[config.mk]
export PLATFORM = sky130hd
export DESIGN_NAME = mem_crc_scrubber
export DESIGN_NICKNAME = d
export VERILOG_FILES = /design/src/rtl/mem_crc_pkg.sv /design/src/rtl/crc_gen.sv /design/src/rtl/mem_crc_scrubber.sv
export SDC_FILE = /design/constraint.sdc
export NUM_CORES = 1
export LEC_CHECK = 0
export BUFFER_PORTS_ARGS = -buffer_cell sky130_fd_sc_hd__buf_2
export CAP_MARGIN = 10
export CORE_MARGIN = 3
export CORE_UTILIZATION = 29
export CTS_CLUSTER_SIZE = 40
export DETAILED_ROUTE_END_ITERATION = 10
export GPL_ROUTABILITY_DRIVEN = 0
export PLACE_DENSITY = 0.51
export SLEW_MARGIN = 20
export SYNTH_ARGS = -nofsm -noshare
export SYNTH_HDL_FRONTEND = slang
export SYNTH_SLANG_ARGS = --single-unit
[constraint.sdc]
create_clock -name clk -period 7.25 [get_ports clk]
set_input_delay 0 -clock clk [delete_from_list [all_inputs] [get_ports clk]]
set_output_delay 0 -clock clk [all_outputs]
set_load 0.03 [all_outputs]
[src/rtl/mem_crc_pkg.sv]
// Shared state type, constants and the bit-serial CRC helper used by the
// CRC-protected memory scrubber.
package mem_crc_pkg;

    typedef enum logic [1:0] {
        IDLE,
        SCRUB_RD,
        SCRUB_CHK
    } scrub_state_t;

    localparam int ERR_CNT_W  = 16;
    localparam int DATA_MAX_W = 32;
    localparam int CRC_MAX_W  = 32;

    // Zero-init, MSB-first, unreflected CRC. Callers pass zero-extended
    // operands plus their real widths. Bits above crc_w are cleared on return.
    function automatic logic [CRC_MAX_W-1:0] crc_calc(
        input logic [DATA_MAX_W-1:0] data,
        input logic [CRC_MAX_W-1:0]  poly,
        input int                    data_w,
        input int                    crc_w
    );
        logic [CRC_MAX_W-1:0] crc;
        logic                 fb;
        crc = '0;
        for (int i = DATA_MAX_W - 1; i >= 0; i--) begin
            if (i < data_w) begin
                fb  = crc[crc_w-1] ^ data[i];
                crc = crc << 1;
                if (fb) begin
                    crc = crc ^ poly;
                end
            end
        end
        for (int j = 0; j < CRC_MAX_W; j++) begin
            if (j >= crc_w) begin
                crc[j] = 1'b0;
            end
        end
        return crc;
    endfunction

endpackage

[src/rtl/crc_gen.sv]
// Combinational CRC generator over one data word, parameterised in data width,
// CRC width and generator polynomial.
module crc_gen
    import mem_crc_pkg::*;
#(
    parameter int                   DATA_WIDTH = 8,
    parameter int                   CRC_WIDTH  = 8,
    parameter logic [CRC_WIDTH-1:0] POLY       = 8'h07
) (
    input  logic [DATA_WIDTH-1:0] data,
    output logic [CRC_WIDTH-1:0]  crc
);

    assign crc = CRC_WIDTH'(crc_calc(DATA_MAX_W'(data), CRC_MAX_W'(POLY),
                                     DATA_WIDTH, CRC_WIDTH));

endmodule

[src/rtl/mem_crc_scrubber.sv]
// Write-path CRC attach plus periodic background scrub of the CRC-protected
// register memory. Scrub mismatches are reported and counted.
module mem_crc_scrubber
    import mem_crc_pkg::*;
#(
    parameter int                         DATA_WIDTH      = 8,
    parameter int                         POLYNOMIAL_BITS = 8,
    parameter int                         ADDR_WIDTH      = 8,
    parameter logic [POLYNOMIAL_BITS-1:0] POLY            = 8'h07,
    parameter int                         SCRUB_INTERVAL  = 16
) (
    input  logic                       clk,
    input  logic                       rst_n,
    input  logic                       host_wr_valid,
    output logic                       host_wr_ready,
    input  logic [ADDR_WIDTH-1:0]      host_wr_addr,
    input  logic [DATA_WIDTH-1:0]      host_wr_data,
    input  logic                       inj_crc_flip,
    input  logic                       scrub_en,
    output logic                       mem_wr,
    output logic [ADDR_WIDTH-1:0]      mem_addr,
    output logic [DATA_WIDTH-1:0]      mem_data_in,
    output logic [POLYNOMIAL_BITS-1:0] crc_data_in,
    input  logic [DATA_WIDTH-1:0]      mem_data_out,
    input  logic [POLYNOMIAL_BITS-1:0] crc_data_out,
    output logic                       err_valid,
    output logic [ADDR_WIDTH-1:0]      err_addr,
    output logic [ERR_CNT_W-1:0]       err_count,
    output logic                       pass_done
);

    localparam int                CNT_W    = $clog2(SCRUB_INTERVAL);
    localparam logic [CNT_W-1:0] CNT_LAST = CNT_W'(SCRUB_INTERVAL - 2);

    scrub_state_t                 state_q, state_d;
    logic [CNT_W-1:0]             cnt_q, cnt_d;
    logic                         pending_q, pending_d;
    logic [ADDR_WIDTH-1:0]        scrub_ptr_q, scrub_ptr_d;
    logic [DATA_WIDTH-1:0]        rd_data_q, rd_data_d;
    logic [POLYNOMIAL_BITS-1:0]   rd_crc_q, rd_crc_d;
    logic                         err_valid_q, err_valid_d;
    logic [ADDR_WIDTH-1:0]        err_addr_q, err_addr_d;
    logic [ERR_CNT_W-1:0]         err_count_q, err_count_d;
    logic                         pass_done_q, pass_done_d;
    logic [POLYNOMIAL_BITS-1:0]   wr_crc;
    logic [POLYNOMIAL_BITS-1:0]   chk_crc;

    crc_gen #(
        .DATA_WIDTH (DATA_WIDTH),
        .CRC_WIDTH  (POLYNOMIAL_BITS),
        .POLY       (POLY)
    ) u_wr_crc (
        .data (host_wr_data),
        .crc  (wr_crc)
    );

    crc_gen #(
        .DATA_WIDTH (DATA_WIDTH),
        .CRC_WIDTH  (POLYNOMIAL_BITS),
        .POLY       (POLY)
    ) u_chk_crc (
        .data (rd_data_q),
        .crc  (chk_crc)
    );

    always_ff @(posedge clk or negedge rst_n) begin
        if (!rst_n) begin
            state_q <= IDLE;
        end else begin
            state_q <= state_d;
        end
    end

    // A pending scrub only starts while scrubbing is still enabled; once in
    // SCRUB_RD the read/check pair always runs to completion.
    always_comb begin
        state_d = state_q;
        unique case (state_q)
            IDLE:      if (pending_q && scrub_en) state_d = SCRUB_RD;
            SCRUB_RD:  state_d = SCRUB_CHK;
            SCRUB_CHK: state_d = IDLE;
            default:   state_d = IDLE;
        endcase
    end

    always_comb begin
        host_wr_ready = (state_q != SCRUB_RD);
        mem_wr        = host_wr_valid && host_wr_ready;
        mem_addr      = (state_q == SCRUB_RD) ? scrub_ptr_q : host_wr_addr;
        mem_data_in   = host_wr_data;
        crc_data_in   = wr_crc ^ POLYNOMIAL_BITS'(inj_crc_flip);
    end

    // The pending cycle counts as the last idle cycle, so one address is
    // checked every SCRUB_INTERVAL + 2 cycles.
    always_comb begin
        cnt_d       = cnt_q;
        pending_d   = pending_q;
        scrub_ptr_d = scrub_ptr_q;
        rd_data_d   = rd_data_q;
        rd_crc_d    = rd_crc_q;
        err_valid_d = 1'b0;
        err_addr_d  = err_addr_q;
        err_count_d = err_count_q;
        pass_done_d = 1'b0;

        if (!scrub_en) begin
            cnt_d     = '0;
            pending_d = 1'b0;
        end else if (state_q == SCRUB_RD) begin
            pending_d = 1'b0;
        end else if (state_q == IDLE && !pending_q) begin
            if (cnt_q == CNT_LAST) begin
                cnt_d     = '0;
                pending_d = 1'b1;
            end else begin
                cnt_d = cnt_q + CNT_W'(1);
            end
        end

        if (state_q == SCRUB_RD) begin
            rd_data_d = mem_data_out;
            rd_crc_d  = crc_data_out;
        end

        if (state_q == SCRUB_CHK) begin
            scrub_ptr_d = scrub_ptr_q + ADDR_WIDTH'(1);
            pass_done_d = (scrub_ptr_q == {ADDR_WIDTH{1'b1}});
            if (chk_crc != rd_crc_q) begin
                err_valid_d = 1'b1;
                err_addr_d  = scrub_ptr_q;
                if (err_count_q != {ERR_CNT_W{1'b1}}) begin
                    err_count_d = err_count_q + ERR_CNT_W'(1);
                end
            end
        end
    end

    always_ff @(posedge clk or negedge rst_n) begin
        if (!rst_n) begin
            cnt_q       <= '0;
            pending_q   <= 1'b0;
            scrub_ptr_q <= '0;
            rd_data_q   <= '0;
            rd_crc_q    <= '0;
            err_valid_q <= 1'b0;
            err_addr_q  <= '0;
            err_count_q <= '0;
            pass_done_q <= 1'b0;
        end else begin
            cnt_q       <= cnt_d;
            pending_q   <= pending_d;
            scrub_ptr_q <= scrub_ptr_d;
            rd_data_q   <= rd_data_d;
            rd_crc_q    <= rd_crc_d;
            err_valid_q <= err_valid_d;
            err_addr_q  <= err_addr_d;
            err_count_q <= err_count_d;
            pass_done_q <= pass_done_d;
        end
    end

    assign err_valid = err_valid_q;
    assign err_addr  = err_addr_q;
    assign err_count = err_count_q;
    assign pass_done = pass_done_q;

endmodule

### Yosys cells after proc, flatten, opt, wreduce, memory -nomap -nowiden

Cells that the tools add are included.

* bitwise gates (word level): 29
* mux-type cells: 30
* equality and inequality tests: 12
* $add $sub $neg: 3
* shift operators: 0
* multipliers: 0
* order comparisons: 0
* divide/modulo/power cells: 0
* reduce and logical (&&, ||, !) cells: 9

Operator list (number)
* $mux 3: 16
* $not 3->3: 14
* $add 16x1->16 const B: 1
* $mux 4: 4
* $ne 16x16->1 const B: 1
* $xor 1x1->1 const A: 10
* $add 8x1->8 const B: 1
* $eq 8x8->1 const B: 1
* $mux 8: 1
* $ne 8x8->1: 1
* $xor 8x1->8: 1
* $mux 1: 7
* $ne 3x1->1 const B: 2
* $reduce_and 2->1: 3
* $add 4x1->4 const B: 1
* $eq 4x4->1 const B: 1
* $ne 2x1->1 const B: 2
* $ne 2x2->1 const B: 2
* $pmux 2 s2: 1
* $xor 1x1->1: 4
* $logic_and 1x1->1: 3
* $reduce_and 3->1: 1
* $eq 2x1->1 const B: 1
* $eq 2x2->1 const B: 1
* other kinds (3): 3

* register bits after elaboration: 57
* ROM bits: 0
* input bits: 37
* output and inout port bits: 52
* word-level logic and storage cells: 93
* RAM bits: 0
* bits in latches: 0
* memories kept: 0

### Depth between registers and ports, before layout

Gate-level depths: netlist (run 1).

* depth in word-level cells: 18
* mapped depth: 8
* gate-level depth less buffers: 7

### Modules after synthesis

A second synthesis (run 1) with hierarchy kept.

* cells, all modules: 299
* area, all modules: 2935.3 µm²

Modules (own cells, without submodules)
* mem_crc_scrubber: cells each 273, times used 1, area an instance 2677.6 µm²
* crc_gen: cells each 13, times used 2, area an instance 128.9 µm²

### Worst setup path before layout (run 1)

No wires, ideal clock.

* path kind: reg2reg
* start: register rd_data_q[7]
* end: register err_addr_q[0] (netlist: err_addr[0])
* period minus slack after synthesis: 2343 ps
* cell stages (with the launch flop): 9
* setup time: 128 ps
* slack: 4907 ps
* data arrival time: 2215 ps
* cells stage by stage: dfrtp_1 clkbuf_1 xnor2_1 xnor2_1 or3_1 a2111oi_4 nand2b_1 buf_4 mux2_1

* cells in the longest elaborated chain, start to end: 7

Ends and longest elaborated chain
* from (decl): line mem_crc_scrubber.sv:39 `logic [DATA_WIDTH-1:0] rd_data_q, rd_data_d;`
* from (signal assigned): line mem_crc_scrubber.sv:154 `rd_data_q <= rd_data_d;`
* $mux 3 *: line mem_crc_pkg.sv:30 `if (fb) begin`
* $not 3->3 (no line) or $xor 1x1->1 (tied branches)
* $mux 3: line mem_crc_pkg.sv:30
* $xor 1x1->1 or $not 3->3 (tied branches)
* $mux 3: line mem_crc_pkg.sv:30
* $ne 8x8->1 *: line mem_crc_scrubber.sv:129 `if (chk_crc != rd_crc_q) begin`
* $reduce_and 2->1 (no line) *
* to (signal assigned): line mem_crc_scrubber.sv:157 `err_addr_q <= err_addr_d;`
* to (decl): line mem_crc_scrubber.sv:42 `logic [ADDR_WIDTH-1:0] err_addr_q, err_addr_d;`

Every way passes the cells marked *; elsewhere a longest branch is shown, timed or not.
A chain may end at the register's enable or synchronous reset.

### Final worst setup path (run 1)

* start: register state_q[1]
* end: output port mem_wr

* cells in the longest elaborated chain, start to end: 2

Ends and longest elaborated chain
* from (decl): line mem_crc_scrubber.sv:35 `scrub_state_t state_q, state_d;`
* from (signal assigned): line mem_crc_scrubber.sv:70 `state_q <= state_d;`
* $ne 2x1->1: line mem_crc_scrubber.sv:87 `host_wr_ready = (state_q != SCRUB_RD);`
* $logic_and 1x1->1: line mem_crc_scrubber.sv:88 `mem_wr = host_wr_valid && host_wr_ready;`
* to (decl): line mem_crc_scrubber.sv:20 `output logic mem_wr,`

No other way between the ends.

==> run summary, run 1 <==
Logic synthesis
* **cell type with the largest total area after synthesis** sky130_fd_sc_hd__dfrtp_1
* **Cells after Synth** 303
* **Post-Synthesis Cell Area** 2920 um^2
* **sequential cell area fraction in the yosys report** 48.9%
* **cell types occupying the most area after synthesis** sky130_fd_sc_hd__dfrtp_1, sky130_fd_sc_hd__nand2_1, sky130_fd_sc_hd__xnor2_1, sky130_fd_sc_hd__xor2_1, sky130_fd_sc_hd__mux2_1
* **Syn Nets** 344
* **flop and latch count out of synthesis** 57
* **portion of synthesized cell area occupied by the leading cell type** 48.9%
* **distinct cell type count after synthesis** 32
* **Yosys warnings** 0
* **Post-Synthesis Mean Instance Area** 9.63 um^2

Global routing
* **global-route wire length before repair** 11300 um
* **maximum number of pins on one net before global-route repair** 58
* **gr usage total** 12.4%
* **initial antenna violation count** 0
* **vias in the first global route** 2384
* **total gr overflow** 0

Worst hold path
* **worst hold start** host_wr_data[0]
* **Min-Delay Path Class** primary input to primary output

Timing
* **setup repair after global routing missed its margin** false
* **fmax** 0.321 GHz
* **Hold WS** 276 ps
* **Final TNS setup** 0 ps
* **final number of setup-violating endpoints** 0
* **transition time at the pin with the least slew margin** 971 ps
* **Relative slew margins** 35.0%
* **crit share post-route** 42.9%
* **hold violation total from the final report** 0
* **number of max-slew violations in the final report** 0
* **Clock Skews** 8.44 ps
* **post-layout minimum cycle time** 3110 ps

Worst setup path
* **maximum fanout count along the critical path** 27
* **kind of start point of the critical path** flip-flop
* **WP data arrival** 3110 ps
* **Worst Path Required** 7250 ps
* **critical path's top delay family** simple AND/OR/NAND/NOR gates
* **worst-path cell with the longest stage delay** sky130_fd_sc_hd__clkinv_1
* **number of buffer and inverter stages on the critical path** 2
* **Crit Reg-Reg Startpoint** rd_data_q[1]
* **Crit. End Element** primary output
* **minimum setup slack among reg-to-reg paths** 4280 ps
* **largest incremental delay on the critical path** 950 ps
* **series of cell instances along the critical path** nor2b_2, clkinv_1, and2_1, buf_2
* **worst setup path startpoint** state_q[1]
* **Worst Setup Path Type** flip-flop to primary output

Route
* **WL/cell** 12.4 um
* **DRT iter0 DRCs** 83
* **number of DRC violations after detailed routing** 0
* **number of vias per cell after detailed routing** 4.39
* **Pre-antenna DRT Iters** 5
* **total number of vias** 2363
* **DRT antenna net count** 0
* **detailed-route wire length** 6650 um

Place
* **Port Buffer Count** 88
* **total half-perimeter wirelength after legalization and detailed placement** 4570 um

Power
* **areal power density over the cells** 186 nW/um^2
* **VDD IR-drop max** 0.0000949 V
* **reported leakage power** 1.97 nW

Floorplan
* **Die Width** 106 um
* **Boundary Pins** 89
* **floorplan die area** 11300 um^2
* **die outline height** 106 um
* **row cnt** 35
* **initial core utilization** 30.7%
* **CORE AREA** 9500 um^2

Clock tree
* **CTS buffer count** 9
* **Skew-Pair Late Insertion Delay** 320 ps
* **quantity of hold-fixing buffers added after cts** 18
* **count of H-tree levels built during CTS** 3
* **clock tree root buffer cell** sky130_fd_sc_hd__clkbuf_8
* **sink count of the clock tree** 57
* **clock input transition at the sequential cells of the worst setup and hold paths** 60 ps
* **clock tree from TritonCTS** built
* **Post-CTS Setup Bufs** 0
* **post-cts gate resize count** 0
* **Max clock buf depth** 2

Layout
* **number of filler cells placed in the layout** 981
* **fraction of final layout cells with drive strength greater than 1** 26.4%
* **final core utilization** 40.2%
* **area of the multi-input gates** 1380 um^2
* **P&R area growth vs syn** 30.9%
* **final net count** 445
* **commonest cells after routing, fill and taps aside** sky130_fd_sc_hd__buf_2, sky130_fd_sc_hd__nand2_1, sky130_fd_sc_hd__dfrtp_1
* **area used by sequential logic in the layout** 1430 um^2
* **most frequent standard cell in the layout excluding fill and tap cells** sky130_fd_sc_hd__buf_2
* **antenna fix cells** 0

Job
* **maxcap violations** 0

Status
* **status** finished, final reports clean

## cell type report
class	count	share of cell area [%]
sequential	57	37.4
multi-input combinational	224	36.0
timing repair buffer	107	16.5
clock buffer	14	4.52
tap	129	4.23
clock inverter	2	0.918
inverter	5	0.492
## stage by stage
stage / cells / worst slack [ps] / cell area (um^2) / total power [mW]
final: 538 / 4140 / 3820 / 0.709
after global routing: 538 / 3720 / 3820 / 0.743
after CTS: 538 / 3990 / 3820 / 0.723
after detailed placement: 504 / 4260 / 3430 / 0.402
after global placement: 504 / 4290 / 3430 / 0.402
after floorplan: 303 / 4910 / 2920 / 0.373
## cells by family (layout without fill, tap and decap cells)
group / Yosys count / after routing / synth area share [%]
xor+xnor: 49 / 49 / 15.0
buf+inv: 22 / 128 / 4.03
compound gates: 10 / 10 / 2.96
simple gates: 151 / 151 / 23.6
fa+ha+maj: 4 / 4 / 1.72
flops: 57 / 57 / 48.9
mux: 10 / 10 / 3.86
## where the power goes
part / leakage [nW] / internal (mW) / switching, mW
logic: 1.15 / 0.0308 / 0.0508
registers: 0.711 / 0.320 / 0.00173
clock network: 0.107 / 0.187 / 0.119
total: 1.97 / 0.537 / 0.171
## flip-flops by register name (all words and copies together) (netlist names)
register	cells
scrub_ptr_q	8
err_count	16
err_valid	1
pass_done	1
cnt_q	4
rd_crc_q	8
rd_data_q	8
state_q	2
err_addr	8
pending_q	1
## metal layers
| layer | part of all wire, % | vias up | track usage, % |
|---|---|---|---|
| met5 | 0 | - | 0 |
| met4 | 0.47 | 0 | 2.50 |
| met3 | 6.5 | 2 | 4.49 |
| met2 | 47 | 77 | 19.9 |
| met1 | 46 | 1097 | 16.1 |
| li1 | - | 1187 | - |
## cell usage after synthesis
cell	n
sky130_fd_sc_hd__nand4b_1	1
sky130_fd_sc_hd__o211a_1	1
sky130_fd_sc_hd__nand2b_1	5
sky130_fd_sc_hd__o31a_1	1
sky130_fd_sc_hd__nor4_1	5
sky130_fd_sc_hd__o31ai_1	1
sky130_fd_sc_hd__xor2_2	1
sky130_fd_sc_hd__ha_1	4
sky130_fd_sc_hd__and4_1	2
sky130_fd_sc_hd__dfrtp_1	57
sky130_fd_sc_hd__xor2_1	21
sky130_fd_sc_hd__xnor2_1	27
sky130_fd_sc_hd__or3_1	1
sky130_fd_sc_hd__clkinv_1	1
sky130_fd_sc_hd__a2111oi_4	1
sky130_fd_sc_hd__nand4_1	5
sky130_fd_sc_hd__nor2b_1	6
sky130_fd_sc_hd__and2_1	1
sky130_fd_sc_hd__nand2_1	86
sky130_fd_sc_hd__mux2_2	2
sky130_fd_sc_hd__o21ai_0	5
sky130_fd_sc_hd__nor3_1	11
sky130_fd_sc_hd__nand3_1	15
sky130_fd_sc_hd__a22oi_1	1
sky130_fd_sc_hd__nor3b_1	2
sky130_fd_sc_hd__buf_2	1
sky130_fd_sc_hd__nor2_1	8
sky130_fd_sc_hd__and3_1	3
sky130_fd_sc_hd__buf_4	9
sky130_fd_sc_hd__mux2_1	8
sky130_fd_sc_hd__clkbuf_1	7
sky130_fd_sc_hd__inv_1	4
## final timing paths
| check | end | cells after the start |
|---|---|---|
| max | mem_wr | 4 |
| min | mem_data_in[0] | 2 |
| max reg2reg | err_addr[6] | 6 |
| min reg2reg | err_addr[7] | 1 |
| max in group asynchronous | err_addr[4] | 3 |
| min in group asynchronous | rd_crc_q[3] | 3 |
No activity file was read; power rests on OpenSTA's default activity.
==> run 2: changes to the inputs <==
==> constraint.sdc (replaced) <==
create_clock -name clk -period 3.01 [get_ports clk]
set_input_delay 0 -clock clk [delete_from_list [all_inputs] [get_ports clk]]
set_output_delay 0 -clock clk [all_outputs]
set_load 0.03 [all_outputs]
==> run 2 against run 1 <==
  * Hold slack lost 39 ps
  * Sequential cell count is the same
  * Final cell count grew 0.37%
  * Core utilization grew 0.11 points
  * Highest routed layer unchanged
  * Clock power grew 130%
  * Critical path depth grew 2
==> run summary, run 2 (synthesized netlist as in run 1, its figures left out) <==
Status
* **status** finished, final reports clean

Timing
* **fmax** 0.409 GHz
* **final critical-path setup slack** 567 ps, -3570 ps
* **Hold WS** 237 ps, -38.5 ps
* **Final TNS setup** 0 ps, unchanged
* **setup repair after global routing missed its margin** false
* **Relative slew margins** 48.3%, +13 points
* **post-layout minimum cycle time** 2440 ps
* **transition time at the pin with the least slew margin** 771 ps, -201 ps
* **crit share post-route** 81.2%
* **final number of setup-violating endpoints** 0, unchanged
* **Clock Skews** 11.0 ps, +2.57 ps
* **hold violation total from the final report** 0, unchanged
* **number of max-slew violations in the final report** 0, unchanged

Route
* **detailed-route wire length** 6540 um, -1.7%
* **DRT antenna net count** 0, unchanged
* **number of DRC violations after detailed routing** 0, unchanged
* **total number of vias** 2362, -0.042%
* **WL/cell** 12.1 um, -2.0%
* **DRT iter0 DRCs** 82, -1.2%
* **number of vias per cell after detailed routing** 4.37, -0.41%
* **Pre-antenna DRT Iters** 4, -1

Power
* **proportion of total power due to net switching** 24.3%, +0.14 points
* **internal portion of total power** 1.26 mW, +140%
* **areal power density over the cells** 437 nW/um^2, +140%
* **part of the total power dissipated in combinational logic** 11.7%, +0.2 points
* **Power Total** 1.67 mW, +140%
* **VDD IR-drop max** 0.000200 V, +110%
* **part of the power in registers** 46.3%, +0.9 points
* **part of the power in the clock network** 42.0%, -1.1 points
* **reported leakage power** 1.98 nW, +0.61%
* **P_sw** 407 uW, +140%

Clock tree
* **clock tree root buffer cell** sky130_fd_sc_hd__clkbuf_8
* **clock tree from TritonCTS** built
* **clock input transition at the sequential cells of the worst setup and hold paths** 60 ps, about the same
* **count of H-tree levels built during CTS** 3, unchanged
* **CTS buffer count** 9, unchanged
* **Skew-Pair Late Insertion Delay** 330 ps, about the same
* **Max clock buf depth** 2, unchanged
* **sink count of the clock tree** 57, unchanged
* **Post-CTS Setup Bufs** 0, unchanged

Worst setup path
* **Crit. End Element** flip-flop
* **largest incremental delay on the critical path** 430 ps, -520 ps
* **critical path's top delay family** simple AND/OR/NAND/NOR gates
* **Worst Setup Path Type** flip-flop to flip-flop
* **maximum fanout count along the critical path** 9, -67%
* **Worst Path Required** 3210 ps, -4040 ps
* **series of cell instances along the critical path** xor2_2, xnor2_1, or3_1, a2111oi_4, nand2b_1, mux2_1
* **worst-path cell with the longest stage delay** sky130_fd_sc_hd__nand2b_1
* **WP data arrival** 2640 ps, -470 ps
* **number of buffer and inverter stages on the critical path** 0, -2
* **kind of start point of the critical path** flip-flop

Worst hold path
* **Min-Delay Path Class** primary input to async pin

Layout
* **most frequent standard cell in the layout excluding fill and tap cells** sky130_fd_sc_hd__buf_2
* **P&R area growth vs syn** 31.2%
* **final core utilization** 40.3%, +0.11 points
* **area used by sequential logic in the layout** 1430 um^2, unchanged
* **fraction of final layout cells with drive strength greater than 1** 27.0%, +0.60 points
* **area of the multi-input gates** 1380 um^2, unchanged
* **final net count** 448, +0.67%
* **number of filler cells placed in the layout** 960, -2.1%
* **number of flip-flops in the largest register** 16, unchanged
* **antenna fix cells** 0, unchanged
* **commonest cells after routing, fill and taps aside** sky130_fd_sc_hd__buf_2, sky130_fd_sc_hd__nand2_1, sky130_fd_sc_hd__dfrtp_1

Global routing
* **vias in the first global route** 2470, +3.6%
* **initial antenna violation count** 0, unchanged
* **global-route wire length before repair** 11300 um, +0.24%
* **maximum number of pins on one net before global-route repair** 31, -47%
* **total gr overflow** 0, unchanged
* **gr usage total** 12.4%, about the same

Job
* **maxcap violations** 0, unchanged

Floorplan
* **initial core utilization** 30.7%, unchanged
* **Boundary Pins** 89, unchanged
* **Die Width** 106 um, unchanged
* **die outline height** 106 um, unchanged
* **CORE AREA** 9500 um^2, unchanged
* **floorplan die area** 11300 um^2, unchanged
* **row cnt** 35, unchanged

Place
* **total half-perimeter wirelength after legalization and detailed placement** 4700 um, +3.0%
* **pre-CTS WS** 522 ps, -3740 ps
* **Port Buffer Count** 88, unchanged

-- run 2: cell count changes in the layout (fill, tap and decap cells not counted) --
cell / previous run / this run
sky130_fd_sc_hd__clkbuf_1: 2 / 1
sky130_fd_sc_hd__clkinv_2: 1 / 2
sky130_fd_sc_hd__clkbuf_8: 12 / 11
sky130_fd_sc_hd__buf_4: 1 / 4
-- run 2: layout make-up --
type | count | share of cell area (%)
flip-flops and latches | 57 | 37.3
multi-input cells | 224 | 35.9
repair buffers | 110 | 17.0
well taps | 129 | 4.22
clock buffers | 12 | 4.05
clock inverters | 3 | 1.05
inverters | 5 | 0.490
-- run 2: per-layer routing --
| layer | GRT usage [%] | wire length, um | share of wire, % |
|---|---|---|---|
| met5 | 0 | 0 | 0 |
| met2 | 19.7 | 2910 | 45 |
| met3 | 4.37 | 464 | 7.1 |
| met4 | 2.78 | 36 | 0.55 |
| met1 | 16.3 | 3130 | 48 |
-- run 2: worst reg2reg max path: stages (launching register included) --
cell	delay, ps
sky130_fd_sc_hd__dfrtp_1	420
sky130_fd_sc_hd__xor2_2	200
sky130_fd_sc_hd__xnor2_1	140
sky130_fd_sc_hd__or3_1	360
sky130_fd_sc_hd__a2111oi_4	390
sky130_fd_sc_hd__nand2b_1	430
sky130_fd_sc_hd__mux2_1	380
-- run 2: what timing repair did --
| action | CTS | global route |
|---|---|---|
| hold endpoints to repair | 47 | 0 |
| hold buffers | 18 | 0 |
| resized for setup | 0 | 0 |
-- run 2: final timing paths --
path / from / to / slack, ps / depth (start not counted)
setup / recovery: rd_data_q[6] / err_addr[4] / 570 / 6
hold / removal: rst_n / rd_crc_q[7] / 240 / 2
setup reg to reg: rd_data_q[6] / err_addr[4] / 570 / 6
hold reg to reg: cnt_q[3] / cnt_q[3] / 480 / 1
max in group asynchronous: rst_n / scrub_ptr_q[0] / 1940 / 3
min in group clk: host_wr_data[0] / mem_data_in[0] / 280 / 2
-- run 2: stage by stage --
stage	area, um^2	instances
floorplan	2920	303
global placement	3450	507
detailed placement	3450	507
CTS	3830	540
global route	3830	540
finish	3830	540
-- run 2: power groups by stage --
stage	logic, mW	clock network, mW	registers [mW]
2_1_floorplan	0.110	0	0.787
3_3_place_gp	0.179	0	0.788
3_5_place_dp	0.180	0	0.788
4_1_cts	0.200	0.729	0.774
5_1_grt	0.215	0.764	0.774
6_report	0.196	0.701	0.774
